[config.mk]
export PLATFORM = sky130hd
export DESIGN_NAME = delta_mod_scheduler
export DESIGN_NICKNAME = d
export VERILOG_FILES = /design/src/rtl/delta_mod_scheduler.sv
export SDC_FILE = /design/constraint.sdc
export NUM_CORES = 1
export LEC_CHECK = 0
export CORE_MARGIN = 2
export CORE_UTILIZATION = 52
export DETAILED_ROUTE_END_ITERATION = 12
export GPL_TIMING_DRIVEN = 1
export PLACE_DENSITY = 0.8
export SLEW_MARGIN = 20
export SYNTH_ARGS = -nofsm -noshare
export SYNTH_HDL_FRONTEND = slang
export SYNTH_SLANG_ARGS = --single-unit
[constraint.sdc]
create_clock -name clk -period 2.92 [get_ports clk]
set_input_delay 0.438 -clock clk [delete_from_list [all_inputs] [get_ports clk]]
set_output_delay 0.438 -clock clk [all_outputs]
set_load 0.01 [all_outputs]
[src/rtl/delta_mod_scheduler.sv]
// Round-robin scheduler sharing one delta-modulation core across 4 channels, with an event FIFO.
// Optional macro DMS_OFF_SPIKE_EN: report off-spikes as well as on-spikes.
module delta_mod_scheduler #(
   parameter int FIFO_DEPTH = 4
) (
   input  logic        clk,
   input  logic        rst_n,
   input  logic        ena,
   input  logic [15:0] sample,
   input  logic [3:0]  threshold,
   input  logic [3:0]  ch_en,
   output logic [3:0]  core_data,
   output logic [3:0]  core_threshold,
   output logic        core_load_prev,
   output logic [3:0]  core_force_prev,
   output logic        core_off_spike,
   input  logic [1:0]  core_spike,
   input  logic [3:0]  core_prev,
   output logic        evt_valid,
   input  logic        evt_ready,
   output logic [3:0]  evt_data,
   output logic        overflow,
   input  logic        ovf_clr,
   output logic        busy
);

   localparam int AW = $clog2(FIFO_DEPTH);

   typedef enum logic [1:0] {IDLE, LOAD, EVAL, CAPT} state_t;

   state_t        state;
   logic [1:0]    ch;
   logic [1:0]    last_ch;
   logic [1:0]    base_ch;
   logic [1:0]    next_ch;
   logic [3:0]    prev [4];
   logic [3:0]    load_prev;
   logic          start_next;
   logic [1:0]    spike_m;
   logic [3:0]    mem [FIFO_DEPTH];
   logic [AW-1:0] wr_ptr;
   logic [AW-1:0] rd_ptr;
   logic [AW:0]   count;
   logic          push;
   logic          pop;
   logic          full;
   logic          push_ok;

   assign core_threshold = threshold;
   assign busy           = (state != IDLE);
   assign start_next     = ena && (ch_en != 4'd0);

`ifdef DMS_OFF_SPIKE_EN
   assign core_off_spike = 1'b1;
   assign spike_m        = core_spike;
`else
   assign core_off_spike = 1'b0;
   assign spike_m        = core_spike & 2'b01;
`endif

   // Search starts after the channel just captured so a lone channel is revisited.
   always_comb begin
      base_ch = (state == CAPT) ? ch : last_ch;
      next_ch = base_ch;
      for (int i = 4; i >= 1; i--) begin
         if (ch_en[base_ch + 2'(i)]) next_ch = base_ch + 2'(i);
      end
      load_prev = ((state == CAPT) && (next_ch == ch)) ? core_prev : prev[next_ch];
   end

   always_ff @(posedge clk) begin
      if (!rst_n) begin
         state           <= IDLE;
         ch              <= 2'd0;
         last_ch         <= 2'd3;
         core_data       <= 4'd0;
         core_force_prev <= 4'd0;
         core_load_prev  <= 1'b0;
         for (int i = 0; i < 4; i++) prev[i] <= 4'd0;
      end else begin
         case (state)
            IDLE: begin
               if (start_next) begin
                  state           <= LOAD;
                  ch              <= next_ch;
                  core_data       <= sample[{next_ch, 2'b00} +: 4];
                  core_force_prev <= load_prev;
                  core_load_prev  <= 1'b1;
               end
            end
            LOAD: begin
               state          <= EVAL;
               core_load_prev <= 1'b0;
            end
            EVAL: state <= CAPT;
            CAPT: begin
               prev[ch] <= core_prev;
               last_ch  <= ch;
               if (start_next) begin
                  state           <= LOAD;
                  ch              <= next_ch;
                  core_data       <= sample[{next_ch, 2'b00} +: 4];
                  core_force_prev <= load_prev;
                  core_load_prev  <= 1'b1;
               end else begin
                  state <= IDLE;
               end
            end
            default: state <= IDLE;
         endcase
      end
   end

   assign push      = (state == CAPT) && (spike_m != 2'b00);
   assign pop       = (count != '0) && evt_ready;
   assign full      = (count == (AW+1)'(FIFO_DEPTH));
   assign push_ok   = push && (!full || pop);
   assign evt_valid = (count != '0);
   assign evt_data  = evt_valid ? mem[rd_ptr] : 4'd0;

   always_ff @(posedge clk) begin
      if (push_ok) mem[wr_ptr] <= {ch, spike_m};
   end

   // A drop and a clear in the same cycle leave the flag set.
   always_ff @(posedge clk) begin
      if (!rst_n) begin
         wr_ptr   <= '0;
         rd_ptr   <= '0;
         count    <= '0;
         overflow <= 1'b0;
      end else begin
         if (push_ok) wr_ptr <= wr_ptr + AW'(1);
         if (pop)     rd_ptr <= rd_ptr + AW'(1);
         if (push_ok && !pop)      count <= count + (AW+1)'(1);
         else if (!push_ok && pop) count <= count - (AW+1)'(1);
         if (push && full && !pop) overflow <= 1'b1;
         else if (ovf_clr)         overflow <= 1'b0;
      end
   end

endmodule

==> results.ini, run 1 <==
[final_layout]
stdcell_area_um2=3400
nNetsFinal=342
area_delta_synth_final_pct=20.5
final_layout_size_suffix_gt1_frac=0.0973
final.fill_count=415
instances_no_fill=368
postLayoutCoreUtil=0.658
diodes=0

[sta]
rsz0062_at_grt=no
setup_viol=0
maxClockFrequency_mhz=371
layout_min_cycle_time_ns=2.70
relSlewSlack=0.625
finalCritPeriodShare=0.924
hold_violations=0
finalMaxSlewViolations=0
tightestPinTransition_ns=0.563
fin_setup_tns_ns=0
skew_ns=0.00587

[critical_path]
worst_setup_path_start_kind=register
crit_type=register to register
buf_inv_stages_crit_path=0
r2r_setup_slack_ns=0.22
worst_endpoint_required_time_ns=3.16
cp.arrival_ns=2.93
critical_path.endpoint_type=register
critical_path_peak_fanout=10
top_cell_family_by_delay_on_the_critical_path=multiplexers
timing.critical_path.cells=ha_1, mux2i_2, mux2i_4, o211a_1, mux2i_1, a211o_1, o22ai_1
timing.critical_path.slowest_cell_delay_ns=0.47
critPathSlowestCell=sky130_fd_sc_hd__mux2i_4

[clock_tree]
tritoncts_sinks=53
cts_tree=yes
cts_root_buf=sky130_fd_sc_hd__clkbuf_8
postCtsSetupBuffers=0
post_cts_hold_buffer_count=0
clock_tree.htree_level_count=2
cts_bufs_inserted=5
clkSlewWorstSetupHoldPaths_ns=0.09
clock_latency_ns=0.31
clock_path_buffers=2

[synth]
netlist.area_leader.share=0.298
synthCells=256
synthesis.yosys.warnings=0
synth_cell_types=51
synth_commonest_cells=sky130_fd_sc_hd__edfxtp_1 (28), sky130_fd_sc_hd__dfxtp_1 (25), sky130_fd_sc_hd__and2_1 (24)
synth.area.top_cells=sky130_fd_sc_hd__edfxtp_1 (30%), sky130_fd_sc_hd__dfxtp_1 (18%), sky130_fd_sc_hd__and2_1 (5.3%), sky130_fd_sc_hd__ha_1 (4.0%), sky130_fd_sc_hd__o2111a_1 (3.2%)
synthesis.area_um2=2830
syn_avg_cell_area_um2=11.0
postSynth.asyncResetShare=0
synthMostInstantiatedCell=sky130_fd_sc_hd__edfxtp_1
synth-seq-cells=53
post-synth-top-area-cell=sky130_fd_sc_hd__edfxtp_1
synth_flop_cell=sky130_fd_sc_hd__edfxtp_1
register_area_share_after_synthesis=0.475
synth-edff-count=28

[job]
drv_cap=0

[floorplanning]
area_enclosed_by_the_die_boundary_um2=6040
boundaryPins=56
dieWidth_um=77.7
coreArea_um2=5170
num_rows=26
start_util=0.546
die_y_um=77.7

[route]
avgViaCountPerCell=5.46
routed_wl_mm=5.53
route.met2.wl_mm=2.81
remaining_drc_errors=0
detail_route.wl_per_cell_um=15.0
drt.antenna.violating_nets=0
topmost_layer_with_routed_signal_wires=met4
via_count=2009
met1_length_mm=2.40
route.met3.wl_um=259
drt_iter0_drc=109
drt_first_pass_iters=4

[global_routing]
grt_start_max_net_pins=35
total_routing_resource_utilization_after_global_routing=0.196
first_global_vias=1972
grt_first_pass_wirelength_mm=9.25
grt_overflow=0
grt_antenna_before_repair=0

[placed_design]
place.detailed.instances=360
finalWeightedCongestion=0.829
buffer_ports.inserted=44
dpl.hpwl_mm=4.25
placed_cell_area_um2=3310

[power]
power_per_cell_area_nw_per_um2=738
ir_drop_mv=0.350
power_leakage_nw=1.30
finalPower_w=0.00251

[outcome]
status=complete, no violations

[worst_hold_path]
timing.hold.worst.class=register to register

-- cells by family (layout without fill, tap and decap cells) --
logic type                 Yosys count  count (layout)  share of synthesized area
and+or+nand+nor                     77              77                      0.144
other                                1               2                    0.00133
muxes                               13              13                     0.0669
adders and majority gates           10              10                     0.0469
AOI/OAI and AO/OA                   61              61                      0.180
buffers and inverters               33              74                     0.0607
xor gates and xnor gates             8               8                     0.0248
DFF                                 53              53                      0.475
-- final cells by class --
cell class              instances  area [um2]  area share
flip-flops and latches         53        1340       0.394
clock buffers                   5        68.8      0.0202
inverters                      12        45.0      0.0132
clock inverters                 3        25.0     0.00735
well taps                      70        87.6      0.0257
repair buffers                 54         515       0.151
multi-input cells             171        1320       0.388
-- routing by layer --
layer | track usage | up-vias
met5 | 0 | -
met2 | 0.338 | 45
met3 | 0.0453 | 6
li1 | - | 1015
met1 | 0.243 | 943
met4 | 0.0643 | 0
-- cells in the final DEF (no fill, tap or decap), types with 6 or more instances in the layout --
cell / count
sky130_fd_sc_hd__xnor2_1: 7
sky130_fd_sc_hd__and2_1: 24
sky130_fd_sc_hd__inv_1: 12
sky130_fd_sc_hd__o2111a_1: 8
sky130_fd_sc_hd__ha_1: 9
sky130_fd_sc_hd__mux2i_1: 6
sky130_fd_sc_hd__edfxtp_1: 28
sky130_fd_sc_hd__clkdlybuf4s50_1: 44
sky130_fd_sc_hd__o21ai_0: 7
sky130_fd_sc_hd__nand2_1: 23
sky130_fd_sc_hd__buf_4: 10
sky130_fd_sc_hd__dfxtp_1: 25
sky130_fd_sc_hd__a211oi_1: 8
-- power breakdown --
group          internal [W]  leakage [nW]  switching (W)  total (W)
combinational      0.000527         0.778       0.000565    0.00109
clock              0.000175        0.0452       0.000242   0.000417
sequential         0.000912         0.480      0.0000892    0.00100
total               0.00161          1.30       0.000896    0.00251
-- sequential cells by signal, indices dropped and copies added, names as in the netlist, named ones only --
| name | count |
|---|---|
| wr_ptr | 2 |
| core_load_prev | 1 |
| core_force_prev | 4 |
| state | 2 |
| prev | 16 |
| count | 3 |
| mem | 12 |
| rd_ptr | 2 |
| overflow | 1 |
| ch | 2 |
| last_ch | 2 |
| core_data | 4 |
-- tightest hold or removal path, cell delays in order (launching register included) --
cell                       delay (ns)
sky130_fd_sc_hd__dfxtp_1         0.33
sky130_fd_sc_hd__nand2_1         0.05
sky130_fd_sc_hd__a21boi_1        0.05
-- worst paths after layout --
| path | start | endpoint | depth (start not counted) |
|---|---|---|---|
| min | core_data[1] | core_data[1] | 2 |
| max reg2reg | state[1] | core_force_prev[1] | 7 |
| min reg2reg | core_data[1] | core_data[1] | 2 |
| max | state[1] | core_force_prev[1] | 7 |
-- metrics by stage --
step | hold slack (ns) | setup slack, ns
finish | 0.466 | 0.222
global route | 0.503 | 0.00202
CTS | 0.472 | 0.0575
detailed placement | 0.458 | 0.101
global placement | 0.447 | 0.169
floorplan | 0.455 | 0.407
-- what timing repair did --
item,in CTS,in global routing
endpoints found under the setup margin,0,8
resized for setup,0,2
hold endpoints to repair,0,0
Power figures use the tool's default switching activity.
==> inputs of run 2 (changes only) <==
--- a/config.mk
+++ b/config.mk
@@ -9,7 +9,7 @@
 export CORE_UTILIZATION = 52
 export DETAILED_ROUTE_END_ITERATION = 12
 export GPL_TIMING_DRIVEN = 1
-export PLACE_DENSITY = 0.8
+export PLACE_DENSITY = 0.91
 export SLEW_MARGIN = 20
 export SYNTH_ARGS = -nofsm -noshare
 export SYNTH_HDL_FRONTEND = slang
==> run 2 against run 1 <==
Worst setup slack gained 0.0034 ns. Sequential share of layout area is the same. Via count is 4.1% higher. Sequential power hardly changed. Critical path type unchanged. Register-to-register slack about the same.
==> results.ini, run 2 (synthesis results as in run 1) <==
[floorplanning]
boundaryPins=56
die_y_um=77.7
start_util=0.546
dieWidth_um=77.7
coreArea_um2=5170
num_rows=26
area_enclosed_by_the_die_boundary_um2=6040

[outcome]
status=complete, no violations

[sta]
holdWs_ns=0.470
post-route-worst-setup-slack_ns=0.226
fin_setup_tns_ns=0
rsz0062_at_grt=no
layout_min_cycle_time_ns=2.69
hold_violations=0
skew_ns=0.00507
maxClockFrequency_mhz=371
setup_viol=0
finalCritPeriodShare=0.923
finalMaxSlewViolations=0

[critical_path]
timing.critical_path.cells=ha_1, mux2i_2, mux2i_4, o211a_1, mux2i_1, a211o_1, o22ai_1
top_cell_family_by_delay_on_the_critical_path=multiplexers
critical_path_peak_fanout=9
critPathSlowestCell=sky130_fd_sc_hd__mux2i_2
critical_path.endpoint_type=register
worst_endpoint_required_time_ns=3.15
worst_setup_path_start_kind=register
crit_type=register to register
cp.arrival_ns=2.92
timing.critical_path.slowest_cell_delay_ns=0.43
buf_inv_stages_crit_path=0

[final_layout]
stdcell_area_um2=3400
final.fill_count=399
postLayoutCoreUtil=0.658
flip_flop_count_of_the_largest_register_all_copies_and_words_added=16
area_delta_synth_final_pct=20.5
top_regs=prev x16, mem x12
register_with_the_most_flip_flops=prev
layout.cells.most_common_list=sky130_fd_sc_hd__clkdlybuf4s50_1 (44), sky130_fd_sc_hd__edfxtp_1 (28), sky130_fd_sc_hd__dfxtp_1 (25)
nNetsFinal=343
final_layout_size_suffix_gt1_frac=0.0936
diodes=0
most_common_cell_after_layout_fill_and_taps_aside=sky130_fd_sc_hd__clkdlybuf4s50_1

[global_routing]
total_routing_resource_utilization_after_global_routing=0.203
grt_antenna_before_repair=0
first_global_vias=2090
grt_overflow=0
grt_start_max_net_pins=35
grt_first_pass_wirelength_mm=9.60

[route]
remaining_drc_errors=0
detail_route.wl_per_cell_um=15.8
via_count=2091
drt_iter0_drc=161
drt.antenna.violating_nets=0
drt_first_pass_iters=5
routed_wl_mm=5.82
avgViaCountPerCell=5.67

[job]
drv_cap=0

[clock_tree]
post_cts_resize_count=0
clock_tree.htree_level_count=2
cts_root_buf=sky130_fd_sc_hd__clkbuf_8
postCtsSetupBuffers=0
cts_tree=yes
post_cts_hold_buffer_count=0
clkSlewWorstSetupHoldPaths_ns=0.09
tritoncts_sinks=53
cts_bufs_inserted=5
clock_latency_ns=0.31
clock_path_buffers=2

[placed_design]
placed_cell_area_um2=3310
place_worst_setup_slack_ns=0.248
finalWeightedCongestion=0.794
dpl.hpwl_mm=4.45
buffer_ports.inserted=44

[power]
power_per_cell_area_nw_per_um2=744
power_leakage_nw=1.31
ir_drop_mv=0.312

[worst_hold_path]
timing.hold.worst.class=register to register

## run 2: power by group
| group | switching [W] | internal, W | total (W) |
|---|---|---|---|
| logic | 0.000559 | 0.000533 | 0.00109 |
| registers | 0.000113 | 0.000912 | 0.00102 |
| clock network | 0.000245 | 0.000170 | 0.000415 |
## run 2: per-layer routing
layer,up-vias,global-route usage,part of all wire
met2,57,0.372,0.53
met3,11,0.0442,0.050
met1,1002,0.229,0.40
li1,1021,-,-
met5,-,0,0
met4,0,0.0768,0.018
## run 2: worst paths after layout
kind	startpoint	endpoint	slack [ns]	depth (start not counted)
min reg2reg	core_data[3]	core_data[3]	0.47	2
max	state[0]	core_force_prev[2]	0.23	7
max reg2reg	state[0]	core_force_prev[2]	0.23	7
min	core_data[3]	core_data[3]	0.47	2
## run 2: metrics by stage
| step | total power, W | std cells |
|---|---|---|
| final | 0.00253 | 369 |
| after global routing | 0.00269 | 369 |
| after CTS | 0.00254 | 369 |
| after detailed placement | 0.00213 | 361 |
| after global placement | 0.00207 | 361 |
| after floorplan | 0.00175 | 257 |
## run 2: area by class of cell
| cell class | count | area [um2] | area share |
|---|---|---|---|
| repair buffers | 55 | 523 | 0.154 |
| well taps | 70 | 87.6 | 0.0257 |
| flip-flops and latches | 53 | 1340 | 0.394 |
| multi-input cells | 171 | 1320 | 0.387 |
| clock inverters | 3 | 21.3 | 0.00625 |
| clock buffers | 5 | 68.8 | 0.0202 |
| inverters | 12 | 45.0 | 0.0132 |
## run 2: worst reg2reg max path, stage by stage, from the launching register on
cell	delay (ns)
sky130_fd_sc_hd__dfxtp_1	0.38
sky130_fd_sc_hd__ha_1	0.40
sky130_fd_sc_hd__mux2i_2	0.43
sky130_fd_sc_hd__mux2i_4	0.38
sky130_fd_sc_hd__o211a_1	0.43
sky130_fd_sc_hd__mux2i_1	0.14
sky130_fd_sc_hd__a211o_1	0.31
sky130_fd_sc_hd__o22ai_1	0.15
==> inputs of run 3 (changes only) <==
--- a/config.mk
+++ b/config.mk
@@ -10,7 +10,7 @@
 export DETAILED_ROUTE_END_ITERATION = 12
 export GPL_TIMING_DRIVEN = 1
 export PLACE_DENSITY = 0.91
-export SLEW_MARGIN = 20
+export SLEW_MARGIN = 0
 export SYNTH_ARGS = -nofsm -noshare
 export SYNTH_HDL_FRONTEND = slang
 export SYNTH_SLANG_ARGS = --single-unit
==> results of run 3 <==
No change in the layout: final DEF, timing and power equal those of run 2.
==> RTL change, RTL diff (settings of run 2) <==
Reset style: asynchronous (`rst_n`), changed in 2 clocked blocks.
--- a/src/rtl/delta_mod_scheduler.sv
+++ b/src/rtl/delta_mod_scheduler.sv
@@ -68,7 +68,7 @@
       load_prev = ((state == CAPT) && (next_ch == ch)) ? core_prev : prev[next_ch];
    end
 
-   always_ff @(posedge clk) begin
+   always_ff @(posedge clk or negedge rst_n) begin
       if (!rst_n) begin
          state           <= IDLE;
          ch              <= 2'd0;
@@ -123,7 +123,7 @@
    end
 
    // A drop and a clear in the same cycle leave the flag set.
-   always_ff @(posedge clk) begin
+   always_ff @(posedge clk or negedge rst_n) begin
       if (!rst_n) begin
          wr_ptr   <= '0;
          rd_ptr   <= '0;
Function: differs if rst_n is asserted again (counterexample within 4 cycles, from zero or initial values and one cycle with rst_n low); with rst_n held inactive, the same outputs for 10 cycles.
==> RTL change against run 2 <==
  * First-iteration DRC count is 56% lower
  * Clock power is 14% higher
  * Wire length is 15% lower
  * Design area is 4.2% lower
  * Die area is 4.7% lower
  * Sequential power is 25% higher
  * Sequential cell count is 2 lower
  * Worst setup slack better by 23 ps
  * Non-clock buffer count is 7 lower
  * Total power is 42% higher
  * Critical endpoint is now core_force_prev[2]
  * Area after synthesis is 5.0% lower
==> RTL change: results (changes against run 2) <==
fillCellCount: 373  # was 399
post_dp_cell_area_sq_um: 3150  # was 3310 sq um
p_sw_share_pct: 35.5  # was 36.2%
synth_cells: 210  # was 256
drtPass1Iterations: 4  # was 5
grt_pass1_wl_um: 8340  # was 9600 um
fmax_mhz: 374  # was 371 MHz
clockBufferDepth: 2  # unchanged
cp.arrival_ps: 2890  # was 2920 ps
fin_nets: 298  # was 343
reg2reg_slack_ps: 250  # was 230 ps
fin_hold_ws_ps: 267  # was 470 ps
place.gp.congestion: 0.735  # was 0.794
crit_fanout: 6  # was 9
ir_drop_mv: 0.494  # was 0.312 mV
final_cells: 324  # was 369
ys_types: 44  # was 51
viasPerCell: 5.30  # was 5.67
synthAdderAreaFrac_pct: 4.94  # was 4.69%
outcome: "complete, no violations"  # unchanged
wl_per_cell_um: 15.3  # was 15.8 um
yosysSeqAreaShare_pct: 49.9  # was 47.5%
synth-edff-count: 12  # was 28
synthMuxAreaShare_pct: 22.6  # was 6.69%
ctsRootBufferMaster: "clkbuf_8"  # unchanged
reg2reg_depth: 8  # was 7
layout-drive-gt1-share_pct: 19.7  # was 9.36%
path_delay_family: "compound AO/OA/AOI/OAI gates"  # was multiplexers
async_flop_share_pct: 76.5  # was 0%
cp_slowest_cell: "dfrtp_1"  # was mux2i_2
place_hpwl_um: 3520  # was 4450 um
grtUsageTotal_pct: 19.6  # was 20.3%
drt_iter0_markers: 71  # was 161
finClkSkew_ps: 9.79  # was 5.07 ps
grt_pass1_vias: 1851  # was 2090
critPathCapture: "core_force_prev[2]"  # unchanged
hold_path.class: "in -> async"  # was reg -> reg
grt_max_degree: 40  # was 35
==> RTL change: power groups by stage <==
stage          clock [mW]  combinational [mW]  sequential (mW)
2_1_floorplan           0                1.35             1.25
3_3_place_gp            0                1.77             1.28
3_5_place_dp            0                1.83             1.29
4_1_cts             0.487                1.85             1.28
5_1_grt             0.516                2.02             1.33
6_report            0.475                1.84             1.28
==> RTL change: layer usage <==
layer	part of all wire, %	vias up	GRT usage, %
met2	51	44	34.2
met5	0	-	0
li1	-	828	-
met4	1.1	0	4.87
met1	43	840	24.0
met3	4.7	6	5.82
==> RTL change: layout make-up <==
cell class                      instances  area, sq um  share of cell area, %
Clock inverter                          1         30.0                  0.921
Sequential cell                        51         1340                   41.1
Timing Repair Buffer                   48          478                   14.7
Clock buffer                            7         76.3                   2.34
Tap cell                               70         87.6                   2.69
Multi-Input combinational cell        135         1200                   36.9
Inverter                               12         46.3                   1.42
